<file path="config.mk">
export PLATFORM = sky130hd
export DESIGN_NAME = amstrad_ram_arbiter
export DESIGN_NICKNAME = d
export VERILOG_FILES = /design/src/rtl/amstrad_ram_arbiter.sv
export SDC_FILE = /design/constraint.sdc
export NUM_CORES = 1
export LEC_CHECK = 0
export ABC_AREA = 1
export BUFFER_PORTS_ARGS = -buffer_cell sky130_fd_sc_hd__buf_2
export CAP_MARGIN = 25
export CORE_MARGIN = 2
export CORE_UTILIZATION = 55
export DETAILED_ROUTE_END_ITERATION = 6
export GPL_TIMING_DRIVEN = 0
export PLACE_DENSITY = 0.79
export SLEW_MARGIN = 15
export SYNTH_ARGS = -nofsm -noshare
export SYNTH_HDL_FRONTEND = slang
export SYNTH_SLANG_ARGS = --single-unit
</file>
<file path="constraint.sdc">
create_clock -name clk_sys -period 3.6 [get_ports clk_sys]
set_clock_uncertainty 0.15 [all_clocks]
set_input_delay 0.36 -clock clk_sys [delete_from_list [all_inputs] [get_ports clk_sys]]
set_output_delay 0.36 -clock clk_sys [all_outputs]
set_load 0.1 [all_outputs]
</file>
<file path="src/rtl/amstrad_ram_arbiter.sv">
// Shares the zsdram CPU port between the ROM loader byte stream and the CPC motherboard.
// Loader bytes are decoded into ROM slots and queued; one SDRAM operation is issued per clkref slot.
module amstrad_ram_arbiter #(
    parameter int FIFO_AW = 2,
    parameter int ADDR_W  = 23
) (
    input  logic              clk_sys,
    input  logic              reset,
    input  logic              clkref,
    input  logic              dl_active,
    input  logic              dl_wr,
    input  logic [24:0]       dl_addr,
    input  logic [7:0]        dl_data,
    output logic              dl_full,
    output logic              dl_ovf,
    input  logic              cpu_r,
    input  logic              cpu_w,
    input  logic [ADDR_W-1:0] cpu_a,
    input  logic [7:0]        cpu_din,
    input  logic [1:0]        cpu_bank,
    output logic              cpu_ack,
    output logic              sd_oe,
    output logic              sd_we,
    output logic [ADDR_W-1:0] sd_addr,
    output logic [1:0]        sd_bank,
    output logic [7:0]        sd_din
);

    localparam int DEPTH   = 1 << FIFO_AW;
    localparam int ENTRY_W = 2 + ADDR_W + 8;

    typedef enum logic [1:0] {IDLE, DL_SLOT, CPU_SLOT} state_t;

    state_t              state;
    logic [10:0]         blk;
    logic                dec_valid;
    logic [1:0]          dec_bank;
    logic [ADDR_W-1:0]   dec_addr;

    logic [ENTRY_W-1:0]  mem [DEPTH];
    logic [FIFO_AW:0]    wptr;
    logic [FIFO_AW:0]    rptr;
    logic                fifo_empty;
    logic                push;
    logic                pop;
    logic [ENTRY_W-1:0]  head;
    logic [1:0]          head_bank;
    logic [ADDR_W-1:0]   head_addr;
    logic [7:0]          head_data;

    // Each 16 KB loader block maps onto one of three ROM slots in bank 0 or bank 1.
    always_comb begin
        blk       = dl_addr[24:14];
        dec_valid = 1'b1;
        dec_bank  = 2'd0;
        dec_addr  = '0;
        case (blk)
            11'd0, 11'd3: dec_addr = ADDR_W'({9'h000, dl_addr[13:0]});
            11'd1, 11'd4: dec_addr = ADDR_W'({9'h100, dl_addr[13:0]});
            11'd2, 11'd5: dec_addr = ADDR_W'({9'h107, dl_addr[13:0]});
            default:      dec_valid = 1'b0;
        endcase
        if (blk >= 11'd3) dec_bank = 2'd1;
    end

    assign fifo_empty = (wptr == rptr);
    assign dl_full    = ((wptr ^ rptr) == {1'b1, {FIFO_AW{1'b0}}});
    assign pop        = clkref & ~fifo_empty;
    // A pop in the same cycle frees the head slot, so a push into a full FIFO still lands.
    assign push       = dl_wr & dec_valid & (~dl_full | pop);

    assign head      = mem[rptr[FIFO_AW-1:0]];
    assign head_bank = head[ENTRY_W-1 -: 2];
    assign head_addr = head[8 +: ADDR_W];
    assign head_data = head[7:0];

    always_ff @(posedge clk_sys) begin
        if (push) mem[wptr[FIFO_AW-1:0]] <= {dec_bank, dec_addr, dl_data};
    end

    always_ff @(posedge clk_sys) begin
        if (reset) begin
            wptr   <= '0;
            rptr   <= '0;
            dl_ovf <= 1'b0;
        end else begin
            if (push) wptr <= wptr + (FIFO_AW+1)'(1);
            if (pop)  rptr <= rptr + (FIFO_AW+1)'(1);
            if (dl_wr & dec_valid & dl_full & ~pop) dl_ovf <= 1'b1;
        end
    end

    // Slot decisions happen only on clkref; outputs then hold for the whole slot.
    always_ff @(posedge clk_sys) begin
        if (reset) begin
            state   <= IDLE;
            cpu_ack <= 1'b0;
            sd_oe   <= 1'b0;
            sd_we   <= 1'b0;
            sd_addr <= '0;
            sd_bank <= 2'd0;
            sd_din  <= 8'd0;
        end else if (clkref) begin
            cpu_ack <= 1'b0;
            if (!fifo_empty) begin
                state   <= DL_SLOT;
                sd_oe   <= 1'b0;
                sd_we   <= 1'b1;
                sd_addr <= head_addr;
                sd_bank <= head_bank;
                sd_din  <= head_data;
            end else if (!dl_active && (cpu_r || cpu_w)) begin
                state   <= CPU_SLOT;
                cpu_ack <= 1'b1;
                sd_oe   <= cpu_r;
                sd_we   <= cpu_w & ~cpu_r;
                sd_addr <= cpu_a;
                sd_bank <= cpu_bank;
                sd_din  <= cpu_din;
            end else begin
                state <= IDLE;
                sd_oe <= 1'b0;
                sd_we <= 1'b0;
            end
        end else if (state == CPU_SLOT) begin
            cpu_ack <= 1'b0;
        end
    end

endmodule
</file>
After elaboration in Yosys (flattened, before gate mapping)
Memories as Yosys holds them, arrays and structs flattened. A register that Yosys moved wholly into a read port is not among the register bits.
Cells that the tools add are included.

word-level totals
  flip-flop bits (word level) = 45
  RAM bits = 128
  output and inout port bits = 38
  memories kept = 1

cells by class
  add/subtract/negate cells = 2
  order comparisons = 1
  equal/unequal tests = 9
  muxes and demuxes = 23
  bitwise gates (word level) = 12
  reductions and logical operators = 10

memory list
  name  words  width  rd ports  clocked after memory_dff  wr ports  line  RTL
  mem   4      32     1         1                         1         40    logic [ENTRY_W-1:0] mem [DEPTH];

operator list
  cell                   number
  $pmux W23 S3           1
  $mux W23               2
  $eq A11 B2 Y1 const B  2
  $eq A11 B3 Y1 const B  2
  $mux W8                2
  $mux W1                12
  $mux W2                6
  $eq A11 B1 Y1 const B  1
  $ge A11 B2 Y1 const B  1
  $logic_not A11 Y1      1
  $add A3 B1 Y3 const B  2
  $and A1 B1 Y1          6
  $reduce_or A2 Y1       3
  $reduce_or A6 Y1       1
  $not A1 Y1             4
  $eq A3 B3 Y1           1
  $eq A3 B3 Y1 const B   1
  $xor A3 B3 Y3          1
  $eq A2 B2 Y1 const B   1
  $ne A2 B1 Y1 const B   1
  $reduce_and A2 Y1      1
  $reduce_bool A2 Y1     1
  $logic_and A1 B1 Y1    1
  $logic_not A1 Y1       1
  other kinds (2)        2

Longest topological paths before layout
Gate-level depths: netlist (run 1).

  depth in word-level cells = 7
  depth in mapped cells = 10

Worst setup path after synthesis (run 1)
No wires, ideal clock.

  kind = input-to-reg
  start point = input dl_addr[22]
  end point = memory mem[0][0] (netlist name) (enable)
  setup time = 0.407 ns
  arrival time = 2.314 ns
  data required time = 3.043 ns
  slack = 0.729 ns
  stages on the path = 7
  cells stage by stage = nor2_1 > nand2_1 > nor2_1 > o21ai_1 > nor2_1 > nand2_1 > nor2_1

on the way
  word-level cells in the longest chain between the ends = 7
  elaborated cells on any way between the ends = 12

RTL lines
  item                                         line  RTL
  from (decl)                                  12    input logic [24:0] dl_addr,
  $eq A11 B2 Y1, or another cell as far along  57    case (blk)
  $reduce_or A6 Y1 (no line) (*)               -
  $mux W1 (*)                                  57
  $and A1 B1 Y1 (*) (2 in series)              70    assign push = dl_wr & dec_valid & (~dl_full | pop);
  $mux W1 (*)                                  78    if (push) mem[wptr[FIFO_AW-1:0]] <= {dec_bank, dec_addr, dl_data};
  $mux W1 (implied by the code) (*)            78
  to (decl)                                    40

Mark *: on every way between the ends. The rest lies on a longest branch, timed or not.

Final worst setup path (run 1)
  start point = input dl_addr[22]
  end point = memory mem[2][0] (netlist name) (enable)

Same word-level chain as after synthesis.

==> reports/results.ini, run 1 <==
[critical_path]
startpoint=dl_addr[22]
worst_setup_path_end_kind=flip-flop
reg2reg_from=wptr[1]$_SDFFE_PP0P_
cp_max_fo=25
required_ns=3.60
cp.arrival_ns=2.68
startpoint_type=input port
critical_path_class=in2reg

[finish]
multi_input_area_um2=1917
fillCellCount=755
stdcell_count=933
fin_nets=860
antenna_cells=0
area_delta_synth_final_pct=24.98
regArea_um2=3944
drive_above_1_share_pct=20.55
fin_util_pct=70.67

[timing]
finalCritPeriodShare_pct=74.49
max_slew_margin_pct=44.95
finalMaxSlewViolations=0
tightestPinTransition_ns=0.8237
min_period_ns=2.682
setup_viol=0
rsz0062_at_grt=false
fin_tns_setup_ns=0
hold_violations=0
fmax_mhz=372.9

[logic_synthesis]
yosysUniqueCellTypes=28
yosysWarnings=0
synth_nets=711
syn_avg_cell_area_um2=9.683
ys_seq_area_share_pct=64.34
netlist_instances=633
synth-seq-cells=147
netlist_area_um2=6130

[pwr]
power_mw=4.325
p_clk_share_pct=37.2
power.density_nw_per_um2=564.5
irDropWorstVdd_mv=0.3446
leakage_nw=3.312
p_comb_share_pct=19.5
p_switching_mw=1.316
seq_power_share_pct=43.2
power.internal_mw=3.008
netSwitchingFraction_pct=30.44

[clock_network]
cts_setup_buffers=0
htreeDepth=4
cts_root_buffer=clkbuf_8
clk_latency_ns=0.52
cts.sinks=147
cts_made_buffers=17
hold_buffers=19
cts.repair.resized=0
cts_buffer_depth=2
path_clk_slew_ns=0.06
cts_tree=done

[routing]
wl_um=14500
vias_per_cell=5.302
vias=4947
drt_iter0_drc=550
wire_per_inst_um=15.54
first_pass_iters=5
drc_errors=0
ant_nets=0

[global_route]
grt-ovfl-total=0
grt_first_pass_wirelength_um=22870
grt_pass1_vias=4768
grt_max_degree=26
grt_usage_pct=25.67
antenna_found_initial=0

[die]
start_util_pct=56.54
die-area_um2=12010
row_count=38
fp.coreArea_um2=10840
io_pins=111
die_w_um=109.6
die_y_um=109.6

[placed_design]
place_hpwl_um=9631
io_buffers=109
gp_congestion=0.7959
placed_cells=884

[min_path]
hp-start=cpu_a[16]
hp-class=in2reg

[run]
cap_violations=0

[run_status]
status=finished clean

per-layer routing:
metal	part of all wire, %	routed length (um)	track usage [%]
met2	49	7151	42.46
met4	1.6	238	10.40
met5	0	0	0
met1	41	5910	32.71
met3	8.3	1196	6.046
synth_stat cells:
master    number  area [um2]
a21oi_1       17       85.08
nor3_1         1       5.000
inv_1         35       131.4
xnor2_2        3       48.80
o21ai_1       19       95.09
nand3_1       11       55.05
edfxtp_1     100        3003
dfxtp_1       47       940.9
nor2_1       161       604.3
nand3b_1       1       7.510
nand2_1      100       375.4
buf_2          6       30.03
nand4_1        1       6.260
inv_2          1       3.750
xor2_1         3       26.28
o211ai_1       2       15.01
nand2_4        2       22.52
o21ai_0       88       440.4
buf_4          3       22.52
ha_1           5       62.56
nand3_4        1       17.52
a31oi_1        1       6.260
inv_4          1       6.260
nor4_1         1       6.260
nor3b_1        1       7.510
clkbuf_1      18       67.56
buf_1          1       3.750
buf_6          3       33.78
cells in the final DEF, fill, tap and decap left out, types with 3 or more instances in the layout:
cell,count
nor2_4,4
o21ai_1,19
nand2_1,100
xnor2_2,3
clkinv_2,6
nor2_1,157
clkbuf_16,16
buf_4,3
clkbuf_1,19
buf_2,115
xor2_1,3
dfxtp_1,47
dlygate4sd3_1,19
inv_1,35
a21oi_1,17
o21ai_0,88
edfxtp_1,100
buf_6,3
nand3_1,11
ha_1,5
critical path: stages:
cell,delay [ns]
buf_2,0.10
nor2_1,0.11
nand2_1,0.06
nor2_1,0.20
o21ai_1,0.33
nor2_1,0.40
nand2_1,0.37
nor2_4,0.74
power groups by stage:
stage,clock network (mW),logic [mW],registers (mW)
6_report,1.61,0.845,1.87
5_1_grt,1.70,0.909,1.87
4_1_cts,1.62,0.842,1.87
3_5_place_dp,0,0.820,1.90
3_3_place_gp,0,0.806,1.90
2_1_floorplan,0,0.301,2.23
registers in the layout, summed over array words and instances (netlist names), named ones only:
name     flops
sd_oe        1
sd_we        1
sd_bank      2
sd_addr     23
mem        100
sd_din       8
dl_ovf       1
rptr         3
cpu_ack      1
state        2
wptr         3
stage by stage:
stage	instance area, um2	setup slack, ns	hold WS [ns]
detailed placement	6935	0.4644	0.2971
CTS	7661	0.9771	0.001235
global route	7661	0.6434	0.005912
floorplan	6130	0.7287	0.2938
finish	7661	0.9183	0.01482
global placement	6850	-0.5633	0.2893
area by class of cell:
type | instances | area share (%)
plain buffers | 31 | 2.058
well taps | 140 | 2.286
clock buffers | 18 | 5.455
inverters | 37 | 1.846
clock inverters | 12 | 1.535
multi-input cells | 418 | 25.02
flip-flops and latches | 147 | 51.48
repair buffers | 130 | 10.32
cell families (layout without fill, tap and decap cells):
kind of cell	Yosys count	count (layout)	synth area share [%]
AND/OR/NAND/NOR	280	280	18.07
buffers and inverters	68	228	4.878
AO/OA/AOI/OAI	127	127	10.47
adder cells (fa/ha/maj)	5	5	1.021
XOR/XNOR	6	6	1.225
flip-flops	147	147	64.34
path summary, 6_finish.rpt:
check | to | slack, ns | cells after the start
setup reg to reg | mem[2][0]$_DFFE_PP_ | 1.17 | 4
hold reg to reg | sd_oe$_SDFFE_PP0P_ | 0.32 | 2
hold / removal | sd_addr[16]$_SDFFE_PP0P_ | 0.01 | 5
setup / recovery | mem[2][0]$_DFFE_PP_ | 0.92 | 8
Note: power is estimated with default switching activity, not from simulation.
==> inputs of run 2 (changes only) <==
- clock period: 3.6 -> 2.6 ns (I/O delays scaled with it)
==> reports/results.ini, run 2 (synthesis results as in run 1) <==
[run_status]
status=complete, but fails checks
violations=DRC

[routing]
ant_nets=0  ; unchanged
wire_per_inst_um=16.63  ; +7.1%
first_pass_iters=7  ; +2
drt_iter0_drc=804  ; +46%
vias=5304  ; +7.2%
drc_errors=22  ; +22
vias_per_cell=5.379  ; +1.5%
wl_um=16400  ; +13%

[global_route]
grt_first_pass_wirelength_um=24340  ; +6.4%
grt_max_degree=26  ; unchanged
grt_usage_pct=27.36  ; +1.7 points
grt_pass1_vias=5145  ; +7.9%
grt-ovfl-total=0  ; unchanged
antenna_found_initial=0  ; unchanged

[finish]
drive_above_1_share_pct=20.33  ; -0.22 points
stdcell_count=986  ; +5.7%
fin_nets=913  ; +6.2%
mostFrequentLayoutCell=nor2_1
regArea_um2=3944  ; unchanged
largest_reg_flops=100  ; unchanged
fillCellCount=668  ; -12%
finalInstanceArea_um2=8224  ; +7.3%
most-common-layout-cells=nor2_1, buf_2, edfxtp_1
antenna_cells=0  ; unchanged
area_delta_synth_final_pct=34.17
multi_input_area_um2=1944  ; +1.4%

[timing]
max_slew_margin_pct=48.98  ; +4.0 points
fmax_mhz=412.6
setup_viol=0  ; unchanged
rsz0062_at_grt=false
setup_ws_ns=0.1766  ; -0.7418 ns
finalMaxSlewViolations=0  ; unchanged
hold_violations=0  ; unchanged
finalCritPeriodShare_pct=93.21
tightestPinTransition_ns=0.7602  ; -0.06356 ns
min_period_ns=2.423

[placed_design]
placed_cells=884  ; unchanged
gp_congestion=0.7959  ; unchanged
postPlaceCellArea_um2=6935  ; unchanged
place_hpwl_um=9631  ; unchanged
dp_slack_ns=-0.4356  ; -0.9000 ns
io_buffers=109  ; unchanged

[clock_network]
clk_latency_ns=0.53  ; about the same
cts_root_buffer=clkbuf_8
htreeDepth=4  ; unchanged
cts.sinks=147  ; unchanged
cts_tree=done
cts_made_buffers=17  ; unchanged
cts_buffer_depth=2  ; unchanged
path_clk_slew_ns=0.06  ; about the same

[critical_path]
reg2reg_from=wptr[1]$_SDFFE_PP0P_
max_stage_delay_ns=0.46  ; -0.28 ns
crit_path_top_delay_cell=buf_2
worst_setup_path_end_kind=output pin
required_ns=2.19  ; -1.41 ns
cp_max_fo=5  ; -80%
critical_path_class=reg2out
cp.arrival_ns=2.01  ; -0.67 ns
critPathTopFamily=buffers and inverters
startpoint=wptr[1]$_SDFFE_PP0P_
crit_chain=xnor2_2 -> nand2_1 -> nor2_1 -> buf_2
startpoint_type=flip-flop
path_buf_inv=1  ; unchanged

[die]
start_util_pct=56.54  ; unchanged
row_count=38  ; unchanged
die_y_um=109.6  ; unchanged
fp.coreArea_um2=10840  ; unchanged
io_pins=111  ; unchanged
die_w_um=109.6  ; unchanged
die-area_um2=12010  ; unchanged

[min_path]
hp-start=dl_addr[18]
hp-class=in2reg

[pwr]
power_mw=6.064  ; +40%
power.density_nw_per_um2=737.4  ; +31%
leakage_nw=3.540  ; +6.9%
irDropWorstVdd_mv=0.4825  ; +40%

[run]
cap_violations=0  ; unchanged

==> run 2: cell types whose count changed in the layout (fill, tap and decap cells not counted), sizes merged <==
cell | previous run | this run
nor2 | 161 | 163
buf | 124 | 129
dlygate4sd3 | 19 | 65
==> run 2: timing repair <==
item,in CTS,in global routing
resized for setup,0,4
hold endpoints to repair,133,0
hold buffers,65,0
buffers inserted,0,5
setup endpoints to repair,0,64
==> run 2: metal layers <==
| metal | GRT usage (%) | up-vias | wire, um |
|---|---|---|---|
| li1 | - | 2515 | - |
| met1 | 33.65 | 2408 | 6115 |
| met2 | 45.46 | 344 | 8230 |
| met3 | 6.283 | 37 | 1733 |
| met4 | 13.65 | 0 | 323 |
| met5 | 0 | - | 0 |
==> run 2: final timing paths <==
check        slack [ns]                 endpoint  depth (start not counted)
max                0.18                  dl_full                          4
min                0.13     mem[2][30]$_DFFE_PP_                          6
max reg2reg        0.18  sd_bank[1]$_SDFFE_PP0P_                          7
min reg2reg        0.32    state[0]$_SDFFE_PP0P_                          2
==> run 2: stage by stage <==
stage	hold slack, ns	setup TNS, ns	util [%]
final	0.1303	0	75.87
after global routing	0.1613	0	75.87
after CTS	0.1242	0	74.92
after detailed placement	0.2971	-32.98	63.98
after global placement	0.2893	-139.23	63.19
after floorplan	0.2089	-17.13	-
==> run 2: tightest hold or removal path: stages <==
cell and delay (ns):
buf_2 0.07, nor2_1 0.03, nand2_1 0.05, nor2_1 0.06, o21ai_0 0.08, inv_1 0.08
==> run 2: final cells by class <==
| type | instances | share of cell area [%] |
|---|---|---|
| inverters | 37 | 1.719 |
| clock inverters | 12 | 1.430 |
| multi-input cells | 420 | 23.64 |
| plain buffers | 31 | 1.917 |
| repair buffers | 181 | 16.13 |
| flip-flops and latches | 147 | 47.95 |
| clock buffers | 18 | 5.081 |
| well taps | 140 | 2.130 |
==> run 2: report_power, final <==
part           internal (mW)  switching (mW)  leakage (nW)
Clock                   1.34           0.896         0.263
Combinational          0.322           0.919          1.89
Sequential              2.55          0.0402          1.39
Total                   4.21            1.85          3.54
==> inputs of run 3 (changes only) <==
- clock period: 2.6 -> 3.1 ns (I/O delays scaled with it)
==> reports/results.ini, run 3 (synthesis results as in run 1) <==
[routing]
vias=5182  ; -2.3%
wire_per_inst_um=15.97  ; -4.0%
vias_per_cell=5.376  ; about the same
ant_nets=0  ; unchanged
first_pass_iters=5  ; -2
wl_um=15390  ; -6.2%
drt_iter0_drc=690  ; -14%
drc_errors=0  ; -100%

[global_route]
grt_first_pass_wirelength_um=24150  ; -0.76%
grt-ovfl-total=0  ; unchanged
grt_usage_pct=27.14  ; -0.22 points
antenna_found_initial=0  ; unchanged
grt_max_degree=26  ; unchanged
grt_pass1_vias=5085  ; -1.2%

[critical_path]
startpoint_type=input port
required_ns=3.10  ; +0.91 ns
rr_worst_depth=6  ; -1
critical_path_class=in2reg
reg2reg_from=wptr[1]$_SDFFE_PP0P_
cp.arrival_ns=2.64  ; +0.63 ns
rr_endpoint=sd_bank[1]$_SDFFE_PP0P_
cp_max_fo=25  ; +20
r2r_slack_ns=0.57  ; +0.39 ns
worst_setup_path_end_kind=flip-flop

[clock_network]
cts_root_buffer=clkbuf_8
cts_tree=done
clk_latency_ns=0.52  ; about the same
cts_made_buffers=17  ; unchanged
cts_setup_buffers=0  ; unchanged
cts.sinks=147  ; unchanged
htreeDepth=4  ; unchanged
path_clk_slew_ns=0.06  ; about the same
cts_buffer_depth=2  ; unchanged

[die]
io_pins=111  ; unchanged
die-area_um2=12010  ; unchanged
die_w_um=109.6  ; unchanged
die_y_um=109.6  ; unchanged
start_util_pct=56.54  ; unchanged
fp.coreArea_um2=10840  ; unchanged
row_count=38  ; unchanged

[finish]
fin_nets=891  ; -2.4%
antenna_cells=0  ; unchanged
mostFrequentLayoutCell=nor2_1
drive_above_1_share_pct=19.78  ; -0.55 points
largest_reg_flops=100  ; unchanged
area_delta_synth_final_pct=30.05
most-common-layout-cells=nor2_1, buf_2, nand2_1, edfxtp_1, o21ai_0

[run]
cap_violations=0  ; unchanged

[min_path]
hp-start=dl_addr[1]
hp-class=in2reg
holdPathStages=3  ; -3
whs_endpoint=mem[1][9]$_DFFE_PP_

[run_status]
status=finished clean

[timing]
finalCritPeriodShare_pct=85.40
hold_violations=0  ; unchanged
min_period_ns=2.647
hold_ws_ns=0.01109  ; -0.1192 ns
setup_viol=0  ; unchanged
tightestPinTransition_ns=0.8198  ; +0.05965 ns
finalMaxSlewViolations=0  ; unchanged
fmax_mhz=377.7
max_slew_margin_pct=45.21  ; -3.8 points
rsz0062_at_grt=false
fin_tns_setup_ns=0  ; unchanged

[pwr]
irDropWorstVdd_mv=0.4020  ; -17%
leakage_nw=3.446  ; -2.6%
power_mw=5.067  ; -16%
power.density_nw_per_um2=635.7  ; -14%

[placed_design]
gp_congestion=0.7959  ; unchanged
io_buffers=109  ; unchanged
place_hpwl_um=9631  ; unchanged

## run 3: cell count changes in the layout (fill, tap and decap cells not counted), sizes merged
cell,previous run,this run
buf,129,124
dlygate4sd3,65,50
nor2,163,161
## run 3: routing by layer
| metal | global-route usage [%] | wire length (um) | vias to the layer above |
|---|---|---|---|
| met3 | 6.461 | 1267 | 39 |
| met1 | 33.24 | 6105 | 2391 |
| li1 | - | - | 2473 |
| met5 | 0 | 0 | - |
| met2 | 45.24 | 7671 | 279 |
| met4 | 13.20 | 348 | 0 |
## run 3: per-stage QoR
stage	util [%]	area, um2	std cells	worst slack (ns)
after floorplan	-	6130	633	0.2787
after detailed placement	63.98	6935	884	0.01444
after global placement	63.19	6850	882	-1.013
final	73.53	7971	964	0.4527
after global routing	73.53	7971	964	0.1961
after CTS	73.53	7971	964	0.5271
## run 3: critical path, cell delays in order
cell and delay [ns]:
buf_2 0.10, nor2_1 0.11, nand2_1 0.06, nor2_1 0.20, o21ai_1 0.33, nor2_1 0.41, nand2_1 0.37, nor2_4 0.73
## run 3: cell type report
cell class | instances | area, um2
Timing Repair Buffer | 161 | 1101
Multi-Input combinational cell | 418 | 1917
Fill cell | 708 | 2869
Sequential cell | 147 | 3944
Clock buffer | 18 | 417.9
Buffer | 31 | 157.7
Tap cell | 140 | 175.2
Inverter | 37 | 141.4
Clock inverter | 12 | 117.6
## run 3: what timing repair did
item                      in CTS  in global routing
gates resized for setup        0                  0
hold endpoints to repair      82                  0
hold buffers                  50                  0
## run 3: worst max-delay path by stage
stage                 from              endpoint  slack [ns]  cells past startpoint
5_1_grt        dl_addr[22]  mem[2][18]$_DFFE_PP_        0.20                      8
2_1_floorplan  dl_addr[22]   mem[0][0]$_DFFE_PP_        0.28                      7
6_report       dl_addr[22]   mem[2][0]$_DFFE_PP_        0.45                      8
3_3_place_gp   dl_addr[22]  mem[3][13]$_DFFE_PP_       -1.01                      8
3_5_place_dp   dl_addr[22]  mem[2][13]$_DFFE_PP_        0.01                      8
4_1_cts        dl_addr[22]  mem[2][18]$_DFFE_PP_        0.53                      8
## run 3: report_power, final
group	switching [mW]	internal [mW]
clock	0.750	1.12
sequential	0.0334	2.14
combinational	0.765	0.259
